File: src/rtl/procesador_pkg.sv
// Shared types and constants for the 128-bit vector pipeline memory stage.
package procesador_pkg;

   typedef enum logic {IDLE = 1'b0, WAIT = 1'b1} mem_state_t;

   localparam logic [1:0] RES_ALU = 2'b00;
   localparam logic [1:0] RES_MEM = 2'b01;
   localparam logic [1:0] RES_PC4 = 2'b10;

   localparam int VEC_W  = 128;
   localparam int ADDR_W = 32;

   function automatic logic is_memop(input logic mem_write, input logic [1:0] result_src);
      return mem_write | (result_src == RES_MEM);
   endfunction

endpackage

File: src/rtl/mem_req_fsm.sv
// Request/wait FSM for the data-memory handshake: request, stall, timeout and completion strobes.
module mem_req_fsm
   import procesador_pkg::*;
#(
   parameter int MEM_TIMEOUT = 255
) (
   input  logic clk,
   input  logic rst,
   input  logic start_i,
   input  logic mem_ack,
   output logic mem_req_o,
   output logic stall_o,
   output logic done_o,
   output logic abort_o
);

   localparam int               CNT_W       = $clog2(MEM_TIMEOUT + 1);
   localparam logic [CNT_W-1:0] TIMEOUT_VAL = CNT_W'(MEM_TIMEOUT);
   localparam logic [CNT_W-1:0] CNT_ONE     = CNT_W'(1);

   mem_state_t       state_q, state_d;
   logic [CNT_W-1:0] cnt_q, cnt_d;
   logic             expired;

   assign expired = (cnt_q == TIMEOUT_VAL);

   always_ff @(posedge clk) begin
      if (rst) begin
         state_q <= IDLE;
         cnt_q   <= '0;
      end else begin
         state_q <= state_d;
         cnt_q   <= cnt_d;
      end
   end

   // Everything is gated by rst so a reset mid-WAIT drops the request immediately.
   always_comb begin
      state_d   = state_q;
      cnt_d     = cnt_q;
      mem_req_o = 1'b0;
      stall_o   = 1'b0;
      done_o    = 1'b0;
      abort_o   = 1'b0;
      if (!rst) begin
         case (state_q)
            IDLE: begin
               if (start_i) begin
                  mem_req_o = 1'b1;
                  if (mem_ack) begin
                     done_o = 1'b1;
                  end else begin
                     stall_o = 1'b1;
                     state_d = WAIT;
                     cnt_d   = CNT_ONE;
                  end
               end
            end
            WAIT: begin
               // An ack in the expiry cycle still completes the access.
               if (mem_ack) begin
                  mem_req_o = 1'b1;
                  done_o    = 1'b1;
                  state_d   = IDLE;
                  cnt_d     = '0;
               end else if (expired) begin
                  abort_o = 1'b1;
                  state_d = IDLE;
                  cnt_d   = '0;
               end else begin
                  mem_req_o = 1'b1;
                  stall_o   = 1'b1;
                  cnt_d     = cnt_q + CNT_ONE;
               end
            end
            default: begin
               state_d = IDLE;
               cnt_d   = '0;
            end
         endcase
      end
   end

endmodule

File: src/rtl/memory_cycle.sv
// Memory stage: alignment check, memory handshake via mem_req_fsm, and the W-stage pipeline register.
module memory_cycle
   import procesador_pkg::*;
#(
   parameter int MEM_TIMEOUT = 255,
   parameter int ALIGN_CHECK = 1
) (
   input  logic              clk,
   input  logic              rst,
   input  logic              RegWriteM,
   input  logic              MemWriteM,
   input  logic [1:0]        ResultSrcM,
   input  logic [4:0]        RdM,
   input  logic [ADDR_W-1:0] PCPlus4M,
   input  logic [VEC_W-1:0]  ALU_ResultM,
   input  logic [VEC_W-1:0]  WriteDataM,
   output logic              mem_req,
   output logic              mem_we,
   output logic [ADDR_W-1:0] mem_addr,
   output logic [VEC_W-1:0]  mem_wdata,
   input  logic              mem_ack,
   input  logic [VEC_W-1:0]  mem_rdata,
   output logic              StallM,
   output logic              RegWriteW,
   output logic [1:0]        ResultSrcW,
   output logic [4:0]        RdW,
   output logic [ADDR_W-1:0] PCPlus4W,
   output logic [VEC_W-1:0]  ALU_ResultW,
   output logic [VEC_W-1:0]  ReadDataW,
   output logic              BusErrW
);

   logic memop, misaligned, start, done, abort;

   logic              reg_write_q, reg_write_d;
   logic [1:0]        result_src_q, result_src_d;
   logic [4:0]        rd_q, rd_d;
   logic [ADDR_W-1:0] pc_plus4_q, pc_plus4_d;
   logic [VEC_W-1:0]  alu_result_q, alu_result_d;
   logic [VEC_W-1:0]  read_data_q, read_data_d;
   logic              bus_err_q, bus_err_d;

   assign memop      = is_memop(MemWriteM, ResultSrcM);
   assign misaligned = (ALIGN_CHECK != 0) && memop && (ALU_ResultM[3:0] != 4'd0);
   assign start      = memop && !misaligned;

   mem_req_fsm #(
      .MEM_TIMEOUT (MEM_TIMEOUT)
   ) u_fsm (
      .clk       (clk),
      .rst       (rst),
      .start_i   (start),
      .mem_ack   (mem_ack),
      .mem_req_o (mem_req),
      .stall_o   (StallM),
      .done_o    (done),
      .abort_o   (abort)
   );

   assign mem_we    = MemWriteM;
   assign mem_addr  = ALU_ResultM[ADDR_W-1:0];
   assign mem_wdata = WriteDataM;

   always_comb begin
      reg_write_d  = reg_write_q;
      result_src_d = result_src_q;
      rd_d         = rd_q;
      pc_plus4_d   = pc_plus4_q;
      alu_result_d = alu_result_q;
      read_data_d  = read_data_q;
      bus_err_d    = 1'b0;
      if (StallM) begin
         // Bubble: the instruction is still in M, so nothing may retire.
         reg_write_d  = 1'b0;
         result_src_d = RES_ALU;
      end else if (abort || misaligned) begin
         reg_write_d  = 1'b0;
         bus_err_d    = 1'b1;
         result_src_d = ResultSrcM;
         rd_d         = RdM;
         pc_plus4_d   = PCPlus4M;
         alu_result_d = ALU_ResultM;
      end else begin
         reg_write_d  = RegWriteM && !MemWriteM;
         result_src_d = ResultSrcM;
         rd_d         = RdM;
         pc_plus4_d   = PCPlus4M;
         alu_result_d = ALU_ResultM;
         if (done && !MemWriteM) begin
            read_data_d = mem_rdata;
         end
      end
   end

   always_ff @(posedge clk) begin
      if (rst) begin
         reg_write_q  <= 1'b0;
         result_src_q <= RES_ALU;
         rd_q         <= '0;
         pc_plus4_q   <= '0;
         alu_result_q <= '0;
         read_data_q  <= '0;
         bus_err_q    <= 1'b0;
      end else begin
         reg_write_q  <= reg_write_d;
         result_src_q <= result_src_d;
         rd_q         <= rd_d;
         pc_plus4_q   <= pc_plus4_d;
         alu_result_q <= alu_result_d;
         read_data_q  <= read_data_d;
         bus_err_q    <= bus_err_d;
      end
   end

   assign RegWriteW   = reg_write_q;
   assign ResultSrcW  = result_src_q;
   assign RdW         = rd_q;
   assign PCPlus4W    = pc_plus4_q;
   assign ALU_ResultW = alu_result_q;
   assign ReadDataW   = read_data_q;
   assign BusErrW     = bus_err_q;

endmodule

File: config.mk
export PLATFORM = sky130hd
export DESIGN_NAME = memory_cycle
export DESIGN_NICKNAME = d
export VERILOG_FILES = /design/src/rtl/procesador_pkg.sv /design/src/rtl/mem_req_fsm.sv /design/src/rtl/memory_cycle.sv
export SDC_FILE = /design/constraint.sdc
export NUM_CORES = 1
export LEC_CHECK = 0
export CAP_MARGIN = 20
export CORE_AREA = 2 2 349 351
export CTS_CLUSTER_DIAMETER = 50
export DETAILED_ROUTE_END_ITERATION = 6
export DIE_AREA = 0 0 351 353
export REMOVE_ABC_BUFFERS = 1
export SYNTH_ARGS = -nofsm -noshare
export SYNTH_HDL_FRONTEND = slang
export SYNTH_SLANG_ARGS = --single-unit
File: constraint.sdc
create_clock -name clk -period 2 [get_ports clk]
set_input_delay 0.2 -clock clk [delete_from_list [all_inputs] [get_ports clk]]
set_output_delay 0.2 -clock clk [all_outputs]
set_load 0.02 [all_outputs]
# == Word level (Yosys, flattened, before mapping) ==
# Index checks and enable logic that the tools add are counted.
# word_totals
out_inout_bits,460
ff_bits,306
elab_cells,54
# op_classes
muxes,24
eq_ne,4
add_sub_neg,1
reduce_logical,12
bitwise_logic,4
# ops
op,n
$mux W8,4
$mux W1,16
$pmux W8 S2,1
$add A8 B1 Y8 const B,1
$eq A8 B8 Y1 const B,1
$pmux W1 S2,3
$logic_and A1 B1 Y1,4
$ne A2 B2 Y1 const B,2
$reduce_bool A4 Y1,1
$not A1 Y1,3
$reduce_and A3 Y1,1
$reduce_or A3 Y1,1
$eq A2 B1 Y1 const B,1
$logic_not A1 Y1,2
$reduce_and A2 Y1,1
$reduce_or A2 Y1,1
$logic_or A1 B1 Y1,1
$or A1 B1 Y1,1

# == Depth between registers and ports, before layout ==
# Gate-level depths: netlist of the first run.
# logic_depth
word_depth,10
ltp_mapped,9
depth_no_buf,6

# == Hierarchy ==
# From an unflattened synthesis of the first run, not the netlist that was laid out.
# unflattened
cells_unflattened,1329
area_unflattened_um2,13489.2
# modules_own_cells
mod,n_inst,seq_area_each_um2,cells_per_inst,area_each_um2
memory_cycle,1,5945.7,1265,12957.4
mem_req_fsm,1,180.2,64,531.8

# == Worst setup path after synthesis of the first run ==
# No wires, ideal clock.
# synth_timing
path_type,reg2reg
start,register u_fsm.cnt_q[0]
end,"register read_data_q[118], in the netlist ReadDataW[118]"
required_ps,1868
t_arrival_ps,1792
path_slack_ps,75
n_path_buf,2
stages_incl_launch_ff,9
cell_sequence,dfxtp_1 > ha_1 > nand3_1 > or3_4 > o21a_2 > buf_4 > buf_4 > nand3_1 > a21oi_1
# synth_between
elab_chain_cells,8
# synth_rtl
item,line,rtl
"start, declared",mem_req_fsm.sv:22,"logic [CNT_W-1:0] cnt_q, cnt_d;"
"start signal, assigned",mem_req_fsm.sv:33,cnt_q <= cnt_d;
$eq A8 B8 Y1 (*),mem_req_fsm.sv:25,assign expired = (cnt_q == TIMEOUT_VAL);
$mux W1,mem_req_fsm.sv:66,end else if (expired) begin
$mux W1,mem_req_fsm.sv:61,if (mem_ack) begin
$mux W1,mem_req_fsm.sv:46,case (state_q)
$mux W1,mem_req_fsm.sv:45,if (!rst) begin
$logic_or A1 B1 Y1,memory_cycle.sv:76,end else if (abort || misaligned) begin
$not A1 Y1 (no line),n/a,
$reduce_and A3 Y1 (no line) (*),n/a,
"end signal, assigned",memory_cycle.sv:110,read_data_q <= read_data_d;
"end, declared",memory_cycle.sv:40,"logic [VEC_W-1:0] read_data_q, read_data_d;"
# Every way passes the cells marked *; elsewhere a longest branch is shown, timed or not.
# A chain may end at the register's enable or synchronous reset.

# == Final worst setup path of the first run ==
# layout_timing
start,register u_fsm.cnt_q[1]
end,"register read_data_q[119], in the netlist ReadDataW[119]"
# The elaborated chain is that of the path after synthesis.

==> results.txt, run 1 <==
After synthesis, the mean cell area works out to 8.04 um^2. Max-cap violations in this run came to 0. The checks that failed: DRC, setup timing. The post-synthesis instance total came out at 1544. The core area came out at 121000 um^2. Dividing the detail-routed wire length by the instance count gives 25.2 um. Cells with a size suffix above 1 make up 12.2% of the layout. The aggregate routed wire length is 94200 um. The critical path in this run is classified as reg2reg. The data arrival at the endpoint of the critical path is 2.55 ns. The relative contribution of sequential cells to total power is 36.5%. Net switching is 25.8% of the power.

The simple-gate area share of the yosys netlist came out at 16.7%. The overall power after layout came out at 17.6 mW. The number of endpoints with negative hold slack in the final report came out at 0. By area, the combinational part of the netlist is dominated by compound AO/OA/AOI/OAI gates. The portion of total power attributed to the clock network is 49.7%.

The die span in y is 353 um. The total power density per cell area is 773 nW/um^2. The CTS tree is built. The number of H-tree branching levels is 2.

The number of antenna violations at the first check in global routing came to 3. In the post-synthesis netlist, the cell with the most instances is nand2_1. The internal power consumption came out at 13.0 mW. The effective utilization at floorplan is 10.3%. The transition time at the pin with the least slew margin came out at 0.615 ns. The synthesized design contains 306 register bits. The nature of the critical path endpoint is a flop.

The synthesized netlist occupies a cell area of 12400 um^2. The remaining design rule violation count is 4. The worst path uses 105% of the clock period. At the later pin of the worst-skew pair, clock insertion delay measures 0.61 ns. The HPWL after detailed placement is 66100 um. The combinational group share of total power is 13.8%. The minimum clock period after layout is 2.10 ns. The compound-cell area share of the yosys netlist is 18.5%. The sort of element at the start of the critical path is a flop. The sum of overflow across all layers after global routing is 0. The synthesis-to-finish area growth came out at 83.0%.

The distinct cell type count after synthesis is 35. The clock transition at the registers of the reported paths came out at 0.06 ns. The final setup skew came out at 0.0236 ns. Sorting the synthesized cells by area gives the leading types as dfxtp_1 49%, a21oi_1 12%, buf_4 11%, nand2_1 10%, nand3_1 5.3%.

The worst vdd rail ir drop came out at 557 uV. The synthesized netlist devotes 0.101% of its cell area to adder and majority cells. The congestion estimate from routability-driven global placement came to 0.789.

The final setup violation count came out at 109. The number of iterations in the first detailed-routing pass came out at 7. The number of max-slew violations in the final report came to 0. The overall die area came out at 124000 um^2. Setup repair after global routing could not meet its margin everywhere. The type of the worst min-delay path is in2reg. The post-detailed-route via-to-cell ratio came out at 3.78. By count the netlist is led by 333 x nand2_1, 306 x dfxtp_1, 301 x a21oi_1, 182 x buf_4, 131 x nand3_1.

The number of design-rule violations left by the first detailed-router iteration came out at 1415. Buffers inserted during clock tree synthesis total 46. The multiplexer share of the synthesized area came out at 0%. Counting flops with an async set or reset pin after synthesis yields a share of 0%. The static leakage is 8.09 nW. Of all nets on the critical path, the largest fanout is 7. Counting every sink on the clock net gives 306.

The analysis attributes to net switching a power of 4.54 mW. The upper clock frequency limit is 477 MHz. The detail route stage leaves a number of antenna-violating nets equal to 0. The number of global-route vias before repair is 12995. After Yosys synthesis, XOR and XNOR cells account for 0% of the synthesized area. The library cell used as clock root buffer is clkbuf_16. In the final design database the tool counted 2513 nets. Entering global routing, the biggest net connects 102 pins. The number of synthesized flops with an enable pin is 0. The first-pass GRT wire length came out at 115000 um. The top cell type by area accounts for 49.3% of the synthesized area. The count of input and output buffers is 631. Counting along the longest clock path gives a buffer depth of 3. The headroom to the max-slew limit came out at 59.0%. The global routing usage summed across all routing layers is 13.7%.

The die extent in x came out at 351 um. The post-place setup slack came out at -0.541 ns. The number of ports placed on the die boundary came out at 888.

The vias after detailed routing is 14148. In the synthesized netlist the dominant register cell turns out to be dfxtp_1. The flow ran to the end, but the final reports show violations. The number of cell rows is 128. The biggest area contributor in the post-synthesis netlist is dfxtp_1. The critical path required time is 2.45 ns. The post-synthesis sequential area ratio came out at 49.3%. The number of warnings issued by yosys is 0. The setup slack after layout came out at -0.0967 ns.
stage by stage:
stage	util (%)	cells	hold WS, ns	cell area (um^2)	setup TNS (ns)
finish	18.8	3745	0.0798	22700	-3.78
global route	18.8	3744	0.0832	22700	-15.20
CTS	18.2	3714	0.0559	22000	-0.541
detailed placement	16.6	3618	0.401	20000	-122.85
global placement	16.6	3618	0.401	20000	-118.94
floorplan	-	1256	0.269	10500	-1412.54
routing by layer:
metal	up-vias	global-route usage, %	routed length [um]
li1	6122	-	-
met3	143	14.2	20000
met1	6708	14.8	35900
met4	26	4.17	2470
met2	1149	16.7	34300
met5	-	10.1	1580
critical path, stage by stage, from the launching register on:
cell	delay [ns]
dfxtp_2	0.35
ha_4	0.15
nand3_4	0.07
or3_4	0.35
buf_4	0.17
o21a_4	0.28
clkbuf_16	0.23
buf_4	0.17
nand3_1	0.09
a21oi_1	0.08
cell families (layout without fill, tap and decap cells):
family / after synthesis / count (layout)
simple gates: 495 / 495
compound gates: 451 / 451
flops: 306 / 306
buf+inv: 291 / 866
fa+ha+maj: 1 / 1
other cells: 0 / 1
worst paths after layout:
| kind | start | endpoint | slack (ns) | cells past startpoint |
|---|---|---|---|---|
| worst max-delay path | u_fsm.cnt_q[1]$_SDFFE_PP0P_ | ReadDataW[119]$_SDFFE_PP0P_ | -0.1 | 9 |
| worst min-delay path | rst | u_fsm.cnt_q[5]$_SDFFE_PP0P_ | 0.08 | 4 |
| worst max register to register | u_fsm.cnt_q[1]$_SDFFE_PP0P_ | ReadDataW[119]$_SDFFE_PP0P_ | -0.1 | 9 |
| worst min register to register | ALU_ResultW[9]$_SDFFE_PP0N_ | ALU_ResultW[9]$_SDFFE_PP0N_ | 0.45 | 2 |
sequential cells by signal, indices dropped and copies added, names as in the netlist:
name / flops
u_fsm.cnt_q: 8
ResultSrcW: 2
ALU_ResultW: 128
BusErrW: 1
ReadDataW: 128
u_fsm.state_q: 1
RegWriteW: 1
PCPlus4W: 32
RdW: 5
placed cells by master, fill, tap and decap left out, types with 4 or more instances in the layout:
| cell type | count |
|---|---|
| a21oi_1 | 301 |
| nor2_1 | 14 |
| nand3_1 | 119 |
| buf_12 | 25 |
| clkbuf_16 | 64 |
| buf_8 | 7 |
| o21ai_1 | 124 |
| nand3_4 | 4 |
| clkinvlp_4 | 5 |
| clkdlybuf4s50_1 | 627 |
| and3_1 | 4 |
| nand3_2 | 8 |
| bufinv_16 | 7 |
| o21ai_0 | 11 |
| buf_4 | 76 |
| clkinv_2 | 7 |
| clkbuf_8 | 5 |
| dfxtp_1 | 304 |
| nand2_1 | 333 |
| buf_16 | 10 |
| buf_6 | 16 |
timing repair:
action / 4_1_cts / 5_1_grt
gates resized for setup: 39 / 52
setup endpoints to repair: 278 / 260
pin swaps: 6 / 28
hold buffers: 1 / 0
gates cloned: 5 / 22
buffers inserted: 7 / 9
endpoints found under the hold margin: 7 / 0
power by group through the flow:
stage	logic (mW)	registers, mW	clock network, mW
after floorplan	0.312	6.79	0
after global placement	2.11	6.54	0
after detailed placement	2.11	6.55	0
after CTS	2.22	6.42	8.95
after global routing	2.55	6.44	9.15
final	2.43	6.42	8.73
area by class of cell:
type	count	area [um^2]
antenna	1	2.50
clock buffer	55	1260
clock inverter	28	379
fill	13379	97900
inverter	3	11.3
multi-input combinational	947	4560
sequential	306	6130
tap	1625	2030
timing repair buffer	780	8350
Note: power is estimated with default switching activity, not from simulation.
==> inputs of run 2 (changes only) <==
ABC_AREA = 1   (was unset)
CELL_PAD_IN_SITES_DETAIL_PLACEMENT = 1   (was unset)
CELL_PAD_IN_SITES_GLOBAL_PLACEMENT = 1   (was unset)
CORE_AREA = 2 2 348 350   (was 2 2 349 351)
DIE_AREA = 0 0 350 352   (was 0 0 351 353)
PLACE_DENSITY_LB_ADDON = 0.1   (was unset)
==> results.txt, run 2 <==
The parity-gate share of the synthesized area counting xor and xnor cells came out at 0.141%. The cell area reported after detailed placement is 19800 um^2. The effective utilization at floorplan is 10.4%. The clock reaches the later pin of the worst-skew pair after 0.63 ns.

The number of buffers on the longest clock path came out at 3. The transition time at the pin with the least slew margin is 0.615 ns. The area share of fa/ha/maj cells after synthesis is 0.101%.

The number of warnings issued by yosys came out at 0. In the routed layout, each cell is associated on average with a via count of 3.32. After synthesis, the largest area contributor takes up 49.3% of total cell area. Ranked by instance count, the synthesized netlist is headed by 770 x nand2_1, 306 x dfxtp_1, 265 x nor2_1, 161 x buf_4, 143 x inv_1. After detailed routing, the number of remaining DRC violations is 0. The reg-to-reg critical path startpoint is u_fsm.cnt_q[0]$_SDFFE_PP0P_.

The pin count of the biggest net entering global routing is 72. Setup violations remaining at the end of the flow were counted as 0. The final critical path takes up 99.1% of the cycle. The final layout contains 2770 nets.

The critical path required time is 1.80 ns. Clock tree synthesis selected as its root buffer the cell clkbuf_16. The average instance area after synthesis came out at 7.04 um^2.

The sum of overflow across all layers after global routing is 0. The count of buffers added on input and output ports is 631. The count of antenna-violating nets left after detailed routing came out at 0. The clock transition at the registers of the reported paths is 0.05 ns. By startpoint and endpoint, the worst setup path is classified as reg2out.

The main combinational cell family by area after synthesis is simple AND/OR/NAND/NOR gates. The top flip-flop cell by instance count after synthesis is dfxtp_1. Summed over all nets, the switching power comes to 5.45 mW. For this design the ratio of total power to cell area is 913 nW/um^2. The compound-cell area share of the yosys netlist came out at 0.846%. The worst hold path begins at ALU_ResultM[119]. The synthesis-to-finish area growth is 89.4%.

The overall die area came out at 123000 um^2. The number of ports placed on the die boundary came out at 888. The type of the worst min-delay path is in2reg. The number of max-slew violations in the final report came to 0. In this run the core area contains 127 standard-cell rows. The simple-gate area share of the yosys netlist came out at 32.0%. TritonCTS built the clock tree. The multiplexer share of the synthesized area came out at 0%.

The number of H-tree branching levels came out at 3. The placed instance count is 3841. The final instance count without filler cells came out at 4014. The count of maximum capacitance violations came out at 0. The number of endpoints with negative hold slack in the final report is 0. The hold-fix buffer count after cts came out at 0. The final setup skew came out at 0.0251 ns. Buffers inserted during clock tree synthesis total 80. The nature of the critical path endpoint is an output pin. Global routing consumed, over all layers together, 13.5% of the routing resources.

The routed length per instance came out at 22.1 um. The post-synthesis sequential element count is 306. By instance count, the leading cell after synthesis is nand2_1.

The synthesized cell area is 12400 um^2. The sum of negative setup slack is 0 ns. From left edge to right edge, the die measures 350 um. The layout cell share with drive strength beyond 1 came out at 13.2%. Setup repair after global routing could not meet its margin everywhere. The relative contribution of sequential cells to total power is 30.0%. Of all flip-flops after synthesis, the portion carrying an async set or reset was 0%.

The portion of total power attributed to the clock network came out at 60.2%. Summing the sequential cell areas from Yosys gives 49.3% of the chip area. The aggregate routed wire length came out at 88600 um.

At the worst endpoint, the arrival time is 1.78 ns. The total clock sinks came out at 306. The run finished with clean final reports. The number of global-route vias before repair came to 13759.

The library cells used most frequently in the layout, excluding fill and tap cells, are 721 x nand2_1, 623 x clkdlybuf4s50_1, 304 x dfxtp_1. The global placer's final weighted congestion came out at 0.703. The internal portion of the total power is 16.0 mW. Of the total power, the share spent switching nets is 25.4%.

The upper clock frequency limit came out at 504 MHz. By area the synthesized netlist is led by dfxtp_1 49%, nand2_1 23%, buf_4 9.7%, nor2_1 8.0%, inv_1 4.3%. Once layout is done, the placed cells without fillers occupy 23500 um^2. Leaving out fill and tap cells, the most frequent cell in the layout is nand2_1.

The distinct cell type count after synthesis came out at 25. The vias after detailed routing is 13335. The static leakage came out at 10.1 nW.

The number of antenna violations at the first check in global routing is 15. The number of design-rule violations left by the first detailed-router iteration came out at 540. The combinational group share of total power came out at 9.7%.

The detailed placement HPWL is 66500 um. From bottom edge to top edge, the die measures 352 um. The overall power after layout is 21.5 mW. The core region is 119000 um^2. The first-pass GRT wire length is 115000 um. The worst setup path is launched from a flop. The number of iterations in the first detailed-routing pass is 4. In this run the worst setup path begins at u_fsm.cnt_q[0]$_SDFFE_PP0P_.

The minimum clock period after layout came out at 1.98 ns. Measured against its own limit, the worst slew margin works out to 58.7%. The highest fanout seen on the critical path came out at 3.

Synthesis produced 1764 cells. IR analysis of the VDD net gives a maximum drop of 578 uV. dfxtp_1 takes more of the synthesized area than any other cell. Counting flops with a built-in enable in the synthesized netlist gives 0.
run 2: cell count changes in the layout (fill, tap and decap cells not counted), moves of 15 or more:
cell       delta
nand3_1     -115
a21oi_1     -294
nand2_2      +36
o21ai_1     -118
buf_4        -22
nand2_1     +388
nand2_4      +15
nor2_1      +235
nor2_2       +17
clkbuf_16    +31
inv_1       +140
run 2: power groups by stage:
stage / Clock [mW] / Sequential [mW] / Combinational (mW)
4_1_cts: 13.5 / 6.44 / 2.11
6_report: 12.9 / 6.44 / 2.09
2_1_floorplan: 0 / 6.79 / 0.365
3_5_place_dp: 0 / 6.56 / 2.09
5_1_grt: 13.7 / 6.46 / 2.26
3_3_place_gp: 0 / 6.55 / 2.08
run 2: cells by family (layout without fill, tap and decap cells):
| family | count (synthesis) | in the layout |
|---|---|---|
| buffers and inverters | 385 | 1020 |
| other | 0 | 3 |
| AND/OR/NAND/NOR | 1050 | 1050 |
| adder cells (fa/ha/maj) | 1 | 1 |
| XOR/XNOR | 2 | 2 |
| flip-flops | 306 | 306 |
| AO/OA/AOI/OAI | 20 | 20 |
run 2: worst max-delay path: stages, from the launching register on:
cell and delay [ns]:
dfxtp_4 0.36, ha_4 0.15, nand2_4 0.06, nor2_4 0.09, nand2_1 0.07, nand2_2 0.10, nand2_4 0.07, nand2_4 0.09
inv_8 0.05, buf_12 0.13
run 2: final timing paths:
path	slack, ns	end	cells after the start
setup / recovery	0.02	StallM	9
hold reg to reg	0.44	ALU_ResultW[17]$_SDFFE_PP0N_	2
setup reg to reg	0.04	ReadDataW[62]$_SDFFE_PP0P_	14
hold / removal	0.11	ALU_ResultW[119]$_SDFFE_PP0N_	3
run 2: routing by layer:
metal | global-route usage, % | share of wire (%) | wire [um] | up-vias
li1 | - | - | - | 6211
met1 | 14.0 | 38 | 34100 | 6026
met2 | 16.6 | 36 | 31700 | 914
met3 | 15.1 | 22 | 19400 | 142
met4 | 3.41 | 2.1 | 1850 | 42
met5 | 8.91 | 1.8 | 1580 | -
run 2: area by class of cell:
| type | instances | area [um^2] |
|---|---|---|
| Clock inverter | 37 | 459 |
| Multi-Input combinational cell | 1073 | 4390 |
| Clock buffer | 103 | 2220 |
| Sequential cell | 306 | 6130 |
| Inverter | 146 | 558 |
| Fill cell | 14028 | 95800 |
| Tap cell | 1612 | 2020 |
| Antenna cell | 3 | 7.51 |
| Timing Repair Buffer | 734 | 7740 |
run 2: through the flow:
stage          utilization [%]  worst slack [ns]  hold slack (ns)
6_report                  19.7            0.0174            0.109
5_1_grt                   19.7            -0.103           0.0707
4_1_cts                   18.9            -0.114           0.0365
3_5_place_dp              16.6            -0.488            0.400
3_3_place_gp              16.6            -0.496            0.400
2_1_floorplan                -             -4.56            0.269
run 2: what timing repair did:
action / in CTS / in global routing
setup endpoints to repair: 191 / 115
cloned: 0 / 18
resized for setup: 21 / 120
buffers inserted: 5 / 8
pin swaps: 4 / 27
